$ cat src/rtl/edge_evt_pkg.sv
// Shared types and helpers for the edge-event arbiter and related schedulers.
package edge_evt_pkg;

  localparam int MAX_CH = 16;

  function automatic int ch_idx_w(input int n);
    return (n <= 2) ? 1 : $clog2(n);
  endfunction

  // Sized for the largest supported channel count; the top trims to its own width.
  localparam int CH_IDX_W = ch_idx_w(MAX_CH);

  typedef enum logic {EMPTY, HOLD} evt_state_t;

  typedef struct packed {
    logic [CH_IDX_W-1:0] ch;
    logic                ovf;
  } evt_t;

endpackage

$ cat src/rtl/edge_event_arbiter_rr_pick.sv
// Combinational round-robin picker: first set request at or after ptr, modulo N.
module rr_pick #(
  parameter int N = 4,
  parameter int W = 2
) (
  input  logic [N-1:0] req,
  input  logic [W-1:0] ptr,
  output logic [W-1:0] idx,
  output logic         any
);

  always_comb begin
    idx = '0;
    any = 1'b0;
    for (int k = 0; k < N; k++) begin
      if (!any && req[(int'(ptr) + k) % N]) begin
        any = 1'b1;
        idx = W'((int'(ptr) + k) % N);
      end
    end
  end

endmodule

$ cat src/rtl/edge_event_arbiter.sv
// Multi-channel edge-event controller with round-robin valid/ready output.
// Optional per-event timestamps are enabled with the EVT_TIMESTAMP_EN macro.
module edge_event_arbiter
  import edge_evt_pkg::*;
#(
  parameter int N_CH = 4,
  parameter int TS_W = 16
) (
  input  logic                    clk,
  input  logic                    reset,
  input  logic [N_CH-1:0]         ch_in,
  input  logic [N_CH-1:0]         ch_en,
  input  logic [N_CH-1:0]         ch_mode,
  output logic                    evt_valid,
  input  logic                    evt_ready,
  output logic [$clog2(N_CH)-1:0] evt_ch,
  output logic                    evt_ovf,
  output logic [N_CH-1:0]         pending
`ifdef EVT_TIMESTAMP_EN
  ,
  output logic [TS_W-1:0]         evt_ts
`endif
);

  localparam int IDX_W = $clog2(N_CH);

  logic [N_CH-1:0]  s1_reg, s2_reg, prev_reg;
  logic [1:0]       warm_cnt_reg;
  logic             warm;
  logic [N_CH-1:0]  pend_reg, ovf_reg;
  logic [N_CH-1:0]  edge_vec, grant_vec;
  logic [IDX_W-1:0] ptr_reg;
  logic [IDX_W-1:0] win_idx;
  logic             win_any;
  logic             grant;
  evt_state_t       state_reg, state_next;
  evt_t             evt_reg, evt_next;
  logic             valid_reg, valid_next;

  always_ff @(posedge clk or negedge reset) begin
    if (!reset) begin
      s1_reg       <= '0;
      s2_reg       <= '0;
      prev_reg     <= '0;
      warm_cnt_reg <= '0;
    end else begin
      s1_reg   <= ch_in;
      s2_reg   <= s1_reg;
      prev_reg <= s2_reg;
      if (warm_cnt_reg != 2'd3) warm_cnt_reg <= warm_cnt_reg + 2'd1;
    end
  end

  // Unmask only once prev has caught up with s2, so lines high at reset stay silent.
  assign warm = (warm_cnt_reg == 2'd3);

  genvar gi;
  generate
    for (gi = 0; gi < N_CH; gi++) begin : g_ch
      assign edge_vec[gi] = ch_en[gi] & warm &
                            (ch_mode[gi] ? (s2_reg[gi] ^ prev_reg[gi])
                                         : (s2_reg[gi] & ~prev_reg[gi]));
      assign grant_vec[gi] = grant & (win_idx == IDX_W'(gi));
    end
  endgenerate

  always_ff @(posedge clk or negedge reset) begin
    if (!reset) begin
      pend_reg <= '0;
      ovf_reg  <= '0;
    end else begin
      for (int i = 0; i < N_CH; i++) begin
        if (!ch_en[i]) begin
          pend_reg[i] <= 1'b0;
          ovf_reg[i]  <= 1'b0;
        end else if (grant_vec[i]) begin
          pend_reg[i] <= edge_vec[i];
          ovf_reg[i]  <= 1'b0;
        end else if (edge_vec[i]) begin
          if (pend_reg[i]) ovf_reg[i] <= 1'b1;
          pend_reg[i] <= 1'b1;
        end
      end
    end
  end

  rr_pick #(.N(N_CH), .W(IDX_W)) u_rr_pick (
    .req (pend_reg),
    .ptr (ptr_reg),
    .idx (win_idx),
    .any (win_any)
  );

  always_comb begin
    state_next = state_reg;
    valid_next = valid_reg;
    evt_next   = evt_reg;
    grant      = 1'b0;
    case (state_reg)
      EMPTY: begin
        if (win_any) begin
          grant        = 1'b1;
          evt_next.ch  = CH_IDX_W'(win_idx);
          evt_next.ovf = ovf_reg[win_idx];
          valid_next   = 1'b1;
          state_next   = HOLD;
        end
      end
      HOLD: begin
        if (evt_ready) begin
          if (win_any) begin
            grant        = 1'b1;
            evt_next.ch  = CH_IDX_W'(win_idx);
            evt_next.ovf = ovf_reg[win_idx];
          end else begin
            valid_next = 1'b0;
            state_next = EMPTY;
          end
        end
      end
      default: begin
        state_next = EMPTY;
        valid_next = 1'b0;
      end
    endcase
  end

  always_ff @(posedge clk or negedge reset) begin
    if (!reset) begin
      state_reg <= EMPTY;
      valid_reg <= 1'b0;
      evt_reg   <= '0;
      ptr_reg   <= '0;
    end else begin
      state_reg <= state_next;
      valid_reg <= valid_next;
      evt_reg   <= evt_next;
      if (grant) ptr_reg <= (win_idx == IDX_W'(N_CH - 1)) ? '0 : win_idx + 1'b1;
    end
  end

  assign evt_valid = valid_reg;
  assign evt_ch    = evt_reg.ch[IDX_W-1:0];
  assign evt_ovf   = evt_reg.ovf;
  assign pending   = pend_reg;

  logic unused_ch_bits;
  assign unused_ch_bits = &{1'b0, evt_reg.ch};

`ifdef EVT_TIMESTAMP_EN
  logic [TS_W-1:0] ts_cnt_reg;
  logic [TS_W-1:0] ts_reg [N_CH];
  logic [TS_W-1:0] evt_ts_reg;

  // Capture only when an edge opens a new event; overflow keeps the oldest stamp.
  always_ff @(posedge clk or negedge reset) begin
    if (!reset) begin
      ts_cnt_reg <= '0;
      evt_ts_reg <= '0;
      for (int i = 0; i < N_CH; i++) ts_reg[i] <= '0;
    end else begin
      ts_cnt_reg <= ts_cnt_reg + 1'b1;
      if (grant) evt_ts_reg <= ts_reg[win_idx];
      for (int i = 0; i < N_CH; i++) begin
        if (edge_vec[i] && (!pend_reg[i] || grant_vec[i])) ts_reg[i] <= ts_cnt_reg;
      end
    end
  end

  assign evt_ts = evt_ts_reg;
`else
  localparam int unused_ts_w = TS_W;
`endif

endmodule
$ cat config.mk
export PLATFORM = sky130hd
export DESIGN_NAME = edge_event_arbiter
export DESIGN_NICKNAME = d
export VERILOG_FILES = /design/src/rtl/edge_evt_pkg.sv /design/src/rtl/edge_event_arbiter_rr_pick.sv /design/src/rtl/edge_event_arbiter.sv
export SDC_FILE = /design/constraint.sdc
export NUM_CORES = 1
export LEC_CHECK = 0
export CAP_MARGIN = 30
export CORE_MARGIN = 1
export CORE_UTILIZATION = 25
export DETAILED_ROUTE_END_ITERATION = 6
export HOLD_SLACK_MARGIN = 0.12
export PLACE_DENSITY = 0.56
export SYNTH_ARGS = -nofsm -noshare
export SYNTH_HDL_FRONTEND = slang
export SYNTH_SLANG_ARGS = --single-unit
$ cat constraint.sdc
create_clock -name clk -period 1.7 [get_ports clk]
set_input_delay 0.51 -clock clk [delete_from_list [all_inputs] [get_ports clk]]
set_output_delay 0.51 -clock clk [all_outputs]
set_load 0.05 [all_outputs]
# --- Word-level counts from Yosys, hierarchy flattened ---
# Cells that the tools add are included.
word_totals:
  word_cells: 152
  romBits: 0
  latch_bits: 0
  inputBits: 15
  ram_bits: 0
  reg_bits: 31
  mem_count: 0
  out_inout_bits: 8
classes:
  n_addsub: 5
  n_shift: 0
  order_cmp: 5
  div: 0
  reduce_logical: 15
  n_mux: 66
  mul: 0
  n_eq_ne: 16
  bitwise_logic: 28
op_table:
  columns: ["cell", "n"]
  rows:
  - ["2-to-1 mux 1 bit", 50]
  - ["inequality test 3 x 1 -> 1 bit (second input constant)", 8]
  - ["AND 1 bit", 16]
  - ["less-than comparator 3 x 4 -> 1 bit (second input constant)", 3]
  - ["binary-select mux 1 bit (select 2 bit)", 5]
  - ["2-to-1 mux 2 bit", 5]
  - ["2-to-1 mux 5 bit", 2]
  - ["case mux 5 bit (2 select lines)", 1]
  - ["AND reduction 2 bit", 4]
  - ["adder 2 x 1 -> 2 bit (second input constant)", 3]
  - ["equality test 2 bit (second input constant)", 3]
  - ["less-than comparator 2 x 3 -> 1 bit (second input constant)", 2]
  - ["inequality test 2 bit (second input constant)", 3]
  - ["case mux 1 bit (2 select lines)", 3]
  - ["OR reduction 2 bit", 3]
  - ["NOT 1 bit", 5]
  - ["adder 2 bit (second input constant)", 2]
  - ["XOR 1 bit", 4]
  - ["AND 1 bit (first input constant)", 3]
  - ["logical AND 1 bit", 3]
  - ["logical NOT 1 bit", 3]
  - ["AND reduction 3 bit", 1]
  - ["equality test 2 x 1 -> 1 bit (second input constant)", 1]
  - ["logical NOT 2 bit", 1]
  - ["inequality test 2 x 1 -> 1 bit (second input constant)", 1]

# --- Depth between registers and ports, before layout ---
depth:
  word_depth: 20
  ltp_mapped: 8
  depth_no_buf: 8

# --- Cells and area by module ---
# Synthesis repeated with hierarchy kept, for this count alone.
unflattened:
  cells_unflattened: 105
  hier_area_um2: 1265.0
modules_own_cells:
  columns: ["mod", "area_per_inst_um2", "cells_each", "seq_area_each_um2", "n_inst"]
  rows:
  - ["edge_event_arbiter", 1187.4, 90, 725.7, 1]
  - ["rr_pick", 77.6, 15, 0.0, 1]

# --- Worst setup path before layout ---
# Ideal clock, no wire load.
synth_timing:
  path_type: "register to register"
  from: "register pend_reg[3], in the netlist pending[3]"
  to: "register pend_reg[1], in the netlist pending[1]"
  required_time_ns: 1.580
  setup_ns: 0.120
  period_less_slack_ns: 1.815
  n_path_buf: 0
  arrival_time_ns: 1.696
  path_stages_with_launch: 8
  setup_slack_ns: -0.115
  path_cell_list: "dfrtp_1 > nand2b_1 > a211oi_1 > nor2_1 > inv_1 > ha_1 > nand2_2 > a31o_1"
synth_via:
  word_cells_on_any_way: 33
  cone_classes: "eq/ne (2); mux (24); bitwise (1); reduce/logical (6)"
synth_rtl:
  columns: ["item", "line", "source"]
  rows:
  - ["start: declaration", "edge_event_arbiter.sv:30", "logic [N_CH-1:0] pend_reg, ovf_reg;"]
  - ["start signal: indexed assignment", "edge_event_arbiter.sv:77", "pend_reg[i] <= edge_vec[i];"]
  - ["binary-select mux 1 bit (select 2 bit)", "edge_event_arbiter_rr_pick.sv:16", "if (!any && req[(int'(ptr) + k) % N]) begin"]
  - ["2-to-1 mux 1 bit (implied by the code)", "edge_event_arbiter_rr_pick.sv:16", null]
  - ["2-to-1 mux 1 bit", "edge_event_arbiter_rr_pick.sv:16", null]
  - ["logical NOT 1 bit", "edge_event_arbiter_rr_pick.sv:16", null]
  - ["logical AND 1 bit", "edge_event_arbiter_rr_pick.sv:16", null]
  - ["2-to-1 mux 1 bit", "edge_event_arbiter_rr_pick.sv:16", null]
  - ["logical NOT 1 bit", "edge_event_arbiter_rr_pick.sv:16", null]
  - ["logical AND 1 bit", "edge_event_arbiter_rr_pick.sv:16", null]
  - ["2-to-1 mux 1 bit", "edge_event_arbiter_rr_pick.sv:16", null]
  - ["logical NOT 1 bit", "edge_event_arbiter_rr_pick.sv:16", null]
  - ["logical AND 1 bit", "edge_event_arbiter_rr_pick.sv:16", null]
  - ["2-to-1 mux 2 bit *", "edge_event_arbiter_rr_pick.sv:16", null]
  - ["net u_rr_pick.idx[1]", "edge_event_arbiter_rr_pick.sv:8", "output logic [W-1:0] idx,"]
  - ["equality test 2 x 1 -> 1 bit *", "edge_event_arbiter.sv:63", "assign grant_vec[gi] = grant & (win_idx == IDX_W'(gi));"]
  - ["AND 1 bit *", "edge_event_arbiter.sv:63", null]
  - ["2-to-1 mux 1 bit", "edge_event_arbiter.sv:76", "end else if (grant_vec[i]) begin"]
  - ["2-to-1 mux 1 bit", "edge_event_arbiter.sv:73", "if (!ch_en[i]) begin"]
# Mark *: on every way through the listed nets, which the timed path passes. The rest lies on a longest branch. The select of a mux whose other input is x is not followed.
# A chain may end at the register's enable or synchronous reset.

# --- Final worst setup path ---
layout_timing:
  from: "register ptr_reg[0]"
  to: "register pend_reg[0], in the netlist pending[0]"
layout_via:
  word_cells_on_any_way: 36
  cone_classes: "add/sub (3); eq/ne (1); mux (24); bitwise (1); reduce/logical (7)"
layout_rtl:
  columns: ["item", "line", "source"]
  rows:
  - ["start: declaration", "edge_event_arbiter.sv:32", "logic [IDX_W-1:0] ptr_reg;"]
  - ["start signal: assignment", "edge_event_arbiter.sv:138", "if (grant) ptr_reg <= (win_idx == IDX_W'(N_CH - 1)) ? '0 : win_idx + 1'b1;"]
  - ["adder 2 x 1 -> 2 bit / binary-select mux 1 bit (select 2 bit) (equally long branches)", "edge_event_arbiter_rr_pick.sv:16, edge_event_arbiter_rr_pick.sv:18", null]
  - ["binary-select mux 1 bit (select 2 bit) / 2-to-1 mux 1 bit (equally long branches)", "edge_event_arbiter_rr_pick.sv:16", null]
  - ["2-to-1 mux 1 bit (implied by the code)", "edge_event_arbiter_rr_pick.sv:16", null]
  - ["2-to-1 mux 1 bit (implied by the code) / logical NOT 1 bit (equally long branches)", "edge_event_arbiter_rr_pick.sv:16", null]
  - ["logical AND 1 bit", "edge_event_arbiter_rr_pick.sv:16", null]
  - ["2-to-1 mux 1 bit", "edge_event_arbiter_rr_pick.sv:16", null]
  - ["logical NOT 1 bit", "edge_event_arbiter_rr_pick.sv:16", null]
  - ["logical AND 1 bit", "edge_event_arbiter_rr_pick.sv:16", null]
  - ["2-to-1 mux 1 bit", "edge_event_arbiter_rr_pick.sv:16", null]
  - ["logical NOT 1 bit", "edge_event_arbiter_rr_pick.sv:16", null]
  - ["logical AND 1 bit", "edge_event_arbiter_rr_pick.sv:16", null]
  - ["2-to-1 mux 2 bit *", "edge_event_arbiter_rr_pick.sv:16", null]
  - ["net u_rr_pick.idx[1]", "edge_event_arbiter_rr_pick.sv:8", null]
  - ["logical NOT 2 bit *", "edge_event_arbiter.sv:63", null]
  - ["AND 1 bit *", "edge_event_arbiter.sv:63", null]
  - ["2-to-1 mux 1 bit", "edge_event_arbiter.sv:76", null]
  - ["2-to-1 mux 1 bit", "edge_event_arbiter.sv:73", null]
# Marks and branches as above.

==> impl_metrics.csv <==
group,metric,value,unit
timing,finalHoldViolations,0,
timing,whs,350,ps
setup_path,r2r-end,"pending[0]",
pwr,combPwrFrac,0.352,
placed_design,gp_congestion,0.768,
cts,cts.path.max_buffers,2,
cts,cts_tree,"yes",
synth,synth.largest_area_cell,"dfrtp_1",
grt,gr-total-overflow,0,
timing,worst_pin_slew,394,ps
die,die_w,73.8,um
synth,syn_nets,140,
synth,synth_edf_count,0,
cts,path_clk_slew,70,ps
hold_path,hold_end,"s2_reg[2]",
die,core,4850,um^2
grt,grt_pass1_wl,4290,um
route,wire_per_inst,12.0,um
synth,synth.most_common_cell,"dfrtp_1",
route,routed_wl,2620,um
route,viasPerCell,4.36,
setup_path,reg2reg_slack,30,ps
cts,h-tree-depth,2,
setup_path,worstPathRequired,1870,ps
hold_path,min_path_type,"register to register",
pwr,leakagePower,0.835,nW
hold_path,hp-start,"s1_reg[2]",
cts,clk_latency,280,ps
layout,num_antenna_cells,0,
cts,cts_root_buffer,"clkbuf_8",
timing,finalSetupTns,0,ps
layout,n_fill_cell,479,
synth,synth_top_flop_cell,"dfrtp_1",
synth,async_reset_ff_frac,1.00,
placed_design,placed_area,1700,um^2
die,initial_utilization,0.266,
synth,syn_area_per_cell,11.1,um^2
cts,cts_sinks,29,
run,drv_cap,0,
pwr,pwr_density_cell,1390,nW/um^2
layout,design_area,1860,um^2
synth,synth_area,1290,um^2
die,dieHeight,73.8,um
pwr,power,2.58,mW
pwr,power.switching,0.867,mW
setup_path,reg2reg_from,"ptr_reg[0]",
setup_path,crit_arrival,1830,ps
layout,drive_gt1_frac,0.270,
setup_path,worstSetupPathType,"register to register",
route,dr_total_vias,955,
timing,slew_headroom,0.735,
pwr,p_clk_frac,0.287,
timing,skew,5.72,ps
setup_path,end_kind,"register",
placed_design,placed_cells,209,
synth,synthCells,116,
grt,grt_max_degree,30,
layout,fin_nets,175,
synth,yosys_warnings,0,
die,pin_count,23,
synth,synth_top_cells_by_area,"dfrtp_1 (56%), ha_1 (8.7%), nand2_1 (5.2%)",
cts,cts_buffers,5,
timing,setup_viol,0,
timing,timing.final.crit_share,0.980,
grt,globalRouteTotalUtil,0.106,
grt,grt_antenna_before_repair,0,
synth,synth.distinct_cells,28,
synth,seq_area_frac_synth,0.564,
route,drtPass1Iterations,4,
layout,stdcell_count,219,
setup_path,path_max_fanout,5,
synth,synth_seq_cells,29,
pwr,p_int,1.71,mW
route,drc_errors,0,
pwr,p_sw_frac,0.336,
timing,fmax,600,MHz
timing,drv_slew,0,
placed_design,io_buffers,22,
pwr,p_seq_frac,0.361,
die,rows,25,
route,drt-initial-drc-count,25,
synth,yosys-top-cells-count,"dfrtp_1 (29), nand2_1 (18), nor2_1 (11)",
placed_design,dpl.hpwl,1920,um
hold_path,min_path_cells,0,
layout,area_growth,44.5,%
status,status,"finished clean",
route,ant_nets,0,
setup_path,startpoint_type,"register",
grt,grt_pass1_vias,1010,
pwr,ir_worst_vdd,0.000657,V
timing,fin_crit,1670,ps
die,die_area,5440,um^2
setup_path,reg2reg_depth,7,
synth,synth.top_cell.area_share,0.564,
-- layer usage --
layer	global-route usage	vias to the layer above	wire, um
li1	-	464	-
met1	0.112	469	1110
met2	0.192	18	1390
met3	0.0343	4	93
met4	0.0470	0	26
met5	0	-	0
-- worst max-delay path by stage --
| stage | from | end | slack (ps) | cells after the start |
|---|---|---|---|---|
| floorplan | pending[3] | pending[1] | 10 | 7 |
| CTS | ptr_reg[0] | pending[0] | 20 | 7 |
| detailed placement | evt_ready | evt_ovf | -200 | 6 |
| global placement | evt_ready | evt_ovf | -120 | 6 |
| finish | ptr_reg[0] | pending[0] | 30 | 7 |
| global route | ptr_reg[1] | ovf_reg[2] | -10 | 8 |
-- what timing repair did --
item,in CTS,in global routing
endpoints found under the hold margin,0,0
pin swaps,0,1
gates resized for setup,1,5
hold buffers,0,0
buffers inserted,0,2
endpoints found under the setup margin,2,7
-- power groups by stage --
stage | Clock (mW) | Combinational (mW) | Sequential, mW
final | 0.741 | 0.907 | 0.933
after CTS | 0.752 | 0.866 | 0.923
after floorplan | 0 | 0.309 | 1.07
after global routing | 0.794 | 0.969 | 0.947
after global placement | 0 | 0.838 | 0.926
after detailed placement | 0 | 0.856 | 0.936
-- stage by stage --
stage	setup slack, ps	utilization
floorplan	9.87	-
global placement	-118	0.351
detailed placement	-203	0.351
CTS	18.7	0.377
global route	-11.4	0.384
finish	34.2	0.384
-- cells in the final DEF (no fill, tap or decap), types with 2 or more instances in the layout --
cell type	Yosys	final
buf_4	0	7
dfrtp_1	29	24
clkbuf_8	0	6
mux2i_1	3	3
a31o_1	4	4
clkdlybuf4s50_1	0	14
nand2_1	18	18
a211oi_1	4	3
ha_1	9	9
nand2b_1	3	3
a21oi_1	6	5
inv_1	7	7
buf_12	0	8
nor2_2	1	2
nor2_1	11	10
dfrtp_2	0	5
nand2_2	5	5
-- cells by family (layout without fill, tap and decap cells) --
family,after synthesis,after routing,synth area share
compound gates,20,20,0.111
xor+xnor,1,1,0.00680
fa+ha+maj,9,9,0.0875
buf+inv,8,44,0.0292
flops,29,29,0.564
mux,4,4,0.0321
simple gates,45,45,0.170
-- cell type report --
cell class                      count  area, um^2  area share
Multi-Input combinational cell     79         546       0.293
Clock inverter                      2        37.5      0.0202
Sequential cell                    29         732       0.393
Inverter                            7        26.3      0.0141
Tap cell                           67        83.8      0.0451
Clock buffer                        6        82.6      0.0444
Timing Repair Buffer               29         353       0.190
-- critical path: stages (launching register included) --
cell and delay (ps):
dfrtp_1 440, nor3b_2 190, a211oi_2 300, nor2_2 120, inv_1 90, ha_1 160
nand2_2 50, a31o_1 210
(Power assumes the default switching activity.)
==> edit: new RTL, same flow settings <==
The option `EVT_TIMESTAMP_EN` is turned on by a define.
--- a/src/rtl/edge_event_arbiter.sv
+++ b/src/rtl/edge_event_arbiter.sv
@@ -1,5 +1,7 @@
 // Multi-channel edge-event controller with round-robin valid/ready output.
 // Optional per-event timestamps are enabled with the EVT_TIMESTAMP_EN macro.
+`define EVT_TIMESTAMP_EN
+
 module edge_event_arbiter
   import edge_evt_pkg::*;
 #(
Formal check against the unedited RTL (old outputs only; new: evt_ts): equivalent (equiv_simple and equiv_induct, registers matched by name and starting in step).
==> edit against the unedited design <==
- clock skew up 0.0011 ns
- routed wire length rose to 7.7 times the old value
- count of clock-buffer cells in the layout rose by 15
- total power grew to 5.7 times the old value
- synthesized area grew to 5.0 times the old value
- fmax decreased by 13%
- sequential cell count rose by 96
- worst setup slack got worse by 0.25 ns
- the run now ends with negative setup slack left
- die area grew to 4.8 times the old value
- cell area increased to 5.0 times the old value
==> edit: results (changes against the unedited design) <==
stage,metric,value,unit,change
synth,synth-xor-area-share,2.20,%,+1.5 points
setup_path,r2r_cells,7,,unchanged
placed_design,place_inst,1031,,+390%
clocking,worst_skew_pair.late_latency,0.43,ns,+0.15 ns
clocking,cts-root-buf,clkbuf_16,,
grt,grt_pass1_wl,31.6,mm,+640%
synth,synthTopCellsByCount,"nand2_1, dfrtp_1, o211ai_1, clkbuf_1, mux2i_1",,
drt,vias,5562,,+480%
sta,worst_pin_slew,0.382,ns,-0.0126 ns
sta,setup_ws,-0.219,ns,-0.253 ns
sta,tns,-12.84,ns,-12.84 ns
sta,final.setup_skew,0.00685,ns,+0.00113 ns
finish,drive_above_1_share,28.6,%,+1.7 points
setup_path,worst_path_largest_cell_delay,0.46,ns,+0.02 ns
setup_path,rr_startpoint,pending[2],,
sta,setup_violations,93,,+93
setup_path,cp_max_fo,7,,+2
synth,syn_inst,643,,+450%
drt,first_pass_iters,5,,+1
clocking,cts_max_level,4,,+2
setup_path,r2r_slack,-0.22,ns,-0.25 ns
setup_path,timing.rr.end,evt_ts[15],,
grt,first_global_vias,5447,,+440%
synth,yosys-top-cells-area,"dfrtp_1, o211ai_1, nand2_1",,
outcome,status,"finished, violations left",,
placed_design,gp_congestion,0.800,,+4.2%
power,irDropWorstVdd,0.00110,V,+68%
synth,synth_warnings,0,,unchanged
placed_design,place_ws,-0.498,ns,-0.295 ns
grt,grt_max_degree,53,,+77%
synth,synth_flop_cell,dfrtp_1,,
placed_design,io_buffer_count,38,,+73%
sta,holdWs,0.349,ns,-0.00138 ns
synth,synthAdderAreaFrac,1.18,%,-7.6 points
clocking,clock_path_buffers,2,,unchanged
setup_path,slowest_stage,or4_4,,
power,p_leak,3.89,nW,+370%
setup_path,worstPathArrival,2.21,ns,+0.38 ns
clocking,numCtsBuffers,17,,+12
min_path,hold_class,flip-flop to flip-flop,,
synth,synth_compound_area_share,22.0,%,+11 points
placed_design,dpl_cell_area,0.00800,mm2,+370%
finish,fill_cells,2484,,+420%
finish,largest_register_ffs,64,,
finish,fin_nets,769,,+340%
outcome,violations,negative setup slack,,
grt,track_usage,15.7,%,+5.1 points
min_path,min_to,s2_reg[0],,
drt,drt-initial-drc-count,616,,+2400%
min_path,holdCritStartpoint,s1_reg[0],,
drt,wl,20.1,mm,+670%
synth,ys_types,49,,+75%
finish,seq_area,0.00313,mm2,+330%
synth,ys_seq_area_share,49.0,%,-7.3 points
synth,synth_fp_nets,664,,+370%
synth,synth.area.mux_share,5.51,%,+2.3 points
placed_design,dp_hpwl,12.5,mm,+550%
finish,final_cells,1091,,+400%
edit: cell types whose count changed in the layout (fill, tap and decap cells not counted), moves of 22 or more:
cell       change
nand2_1      +130
o211ai_1     +104
buf_12        +37
buf_4         +48
clkbuf_16     +22
dfrtp_1       +97
edit: worst max path at each step:
| stage | from | to | cells after the start |
|---|---|---|---|
| after global placement | evt_ready | ts_reg[15] | 7 |
| after CTS | pending[3] | evt_ts[6] | 7 |
| after detailed placement | evt_ready | ts_reg[49] | 7 |
| after global routing | pending[0] | pending[1] | 9 |
| after floorplan | pending[0] | ts_reg[12] | 8 |
| final | pending[2] | evt_ts[15] | 7 |
edit: repair_timing:
action / CTS / global route
gates cloned: 3 / 7
pin swaps: 36 / 23
hold endpoints to repair: 73 / 0
buffers inserted: 7 / 10
resized for setup: 48 / 19
endpoints found under the setup margin: 92 / 94
hold buffers: 1 / 0
edit: metal layers:
metal  vias up  global-route usage, %  routed length [um]  share of wire, %
met2       177                   23.8                9430                47
met5         -                      0                   0                 0
met3        26                   3.83                1020               5.1
li1       2579                      -                   -                 -
met4         0                   5.27                 308               1.5
met1      2780                   21.7                9310                46
edit: where the power goes:
group          total, mW  leakage [nW]  switching, mW  internal (mW)
Combinational       6.36          2.02           3.25           3.11
Clock               4.05         0.313           1.38           2.67
Sequential          4.25          1.56          0.634           3.62
Total               14.7          3.89           5.26           9.40
edit: cell type report:
class                      instances  share of cell area [%]
sequential                       125                    33.8
multi-input combinational        449                    33.3
timing repair buffer             145                    21.0
clock buffer                      21                    4.96
tap                              330                    4.45
clock inverter                    11                    2.04
inverter                          10                   0.459
edit: worst max-delay path: cells and delay by family, from the launching register on:
kind                   cells  cell delay, ns
AOI/OAI and AO/OA          2            0.28
and+or+nand+nor            2            0.57
buffers and inverters      3            0.46
DFF                        1            0.45
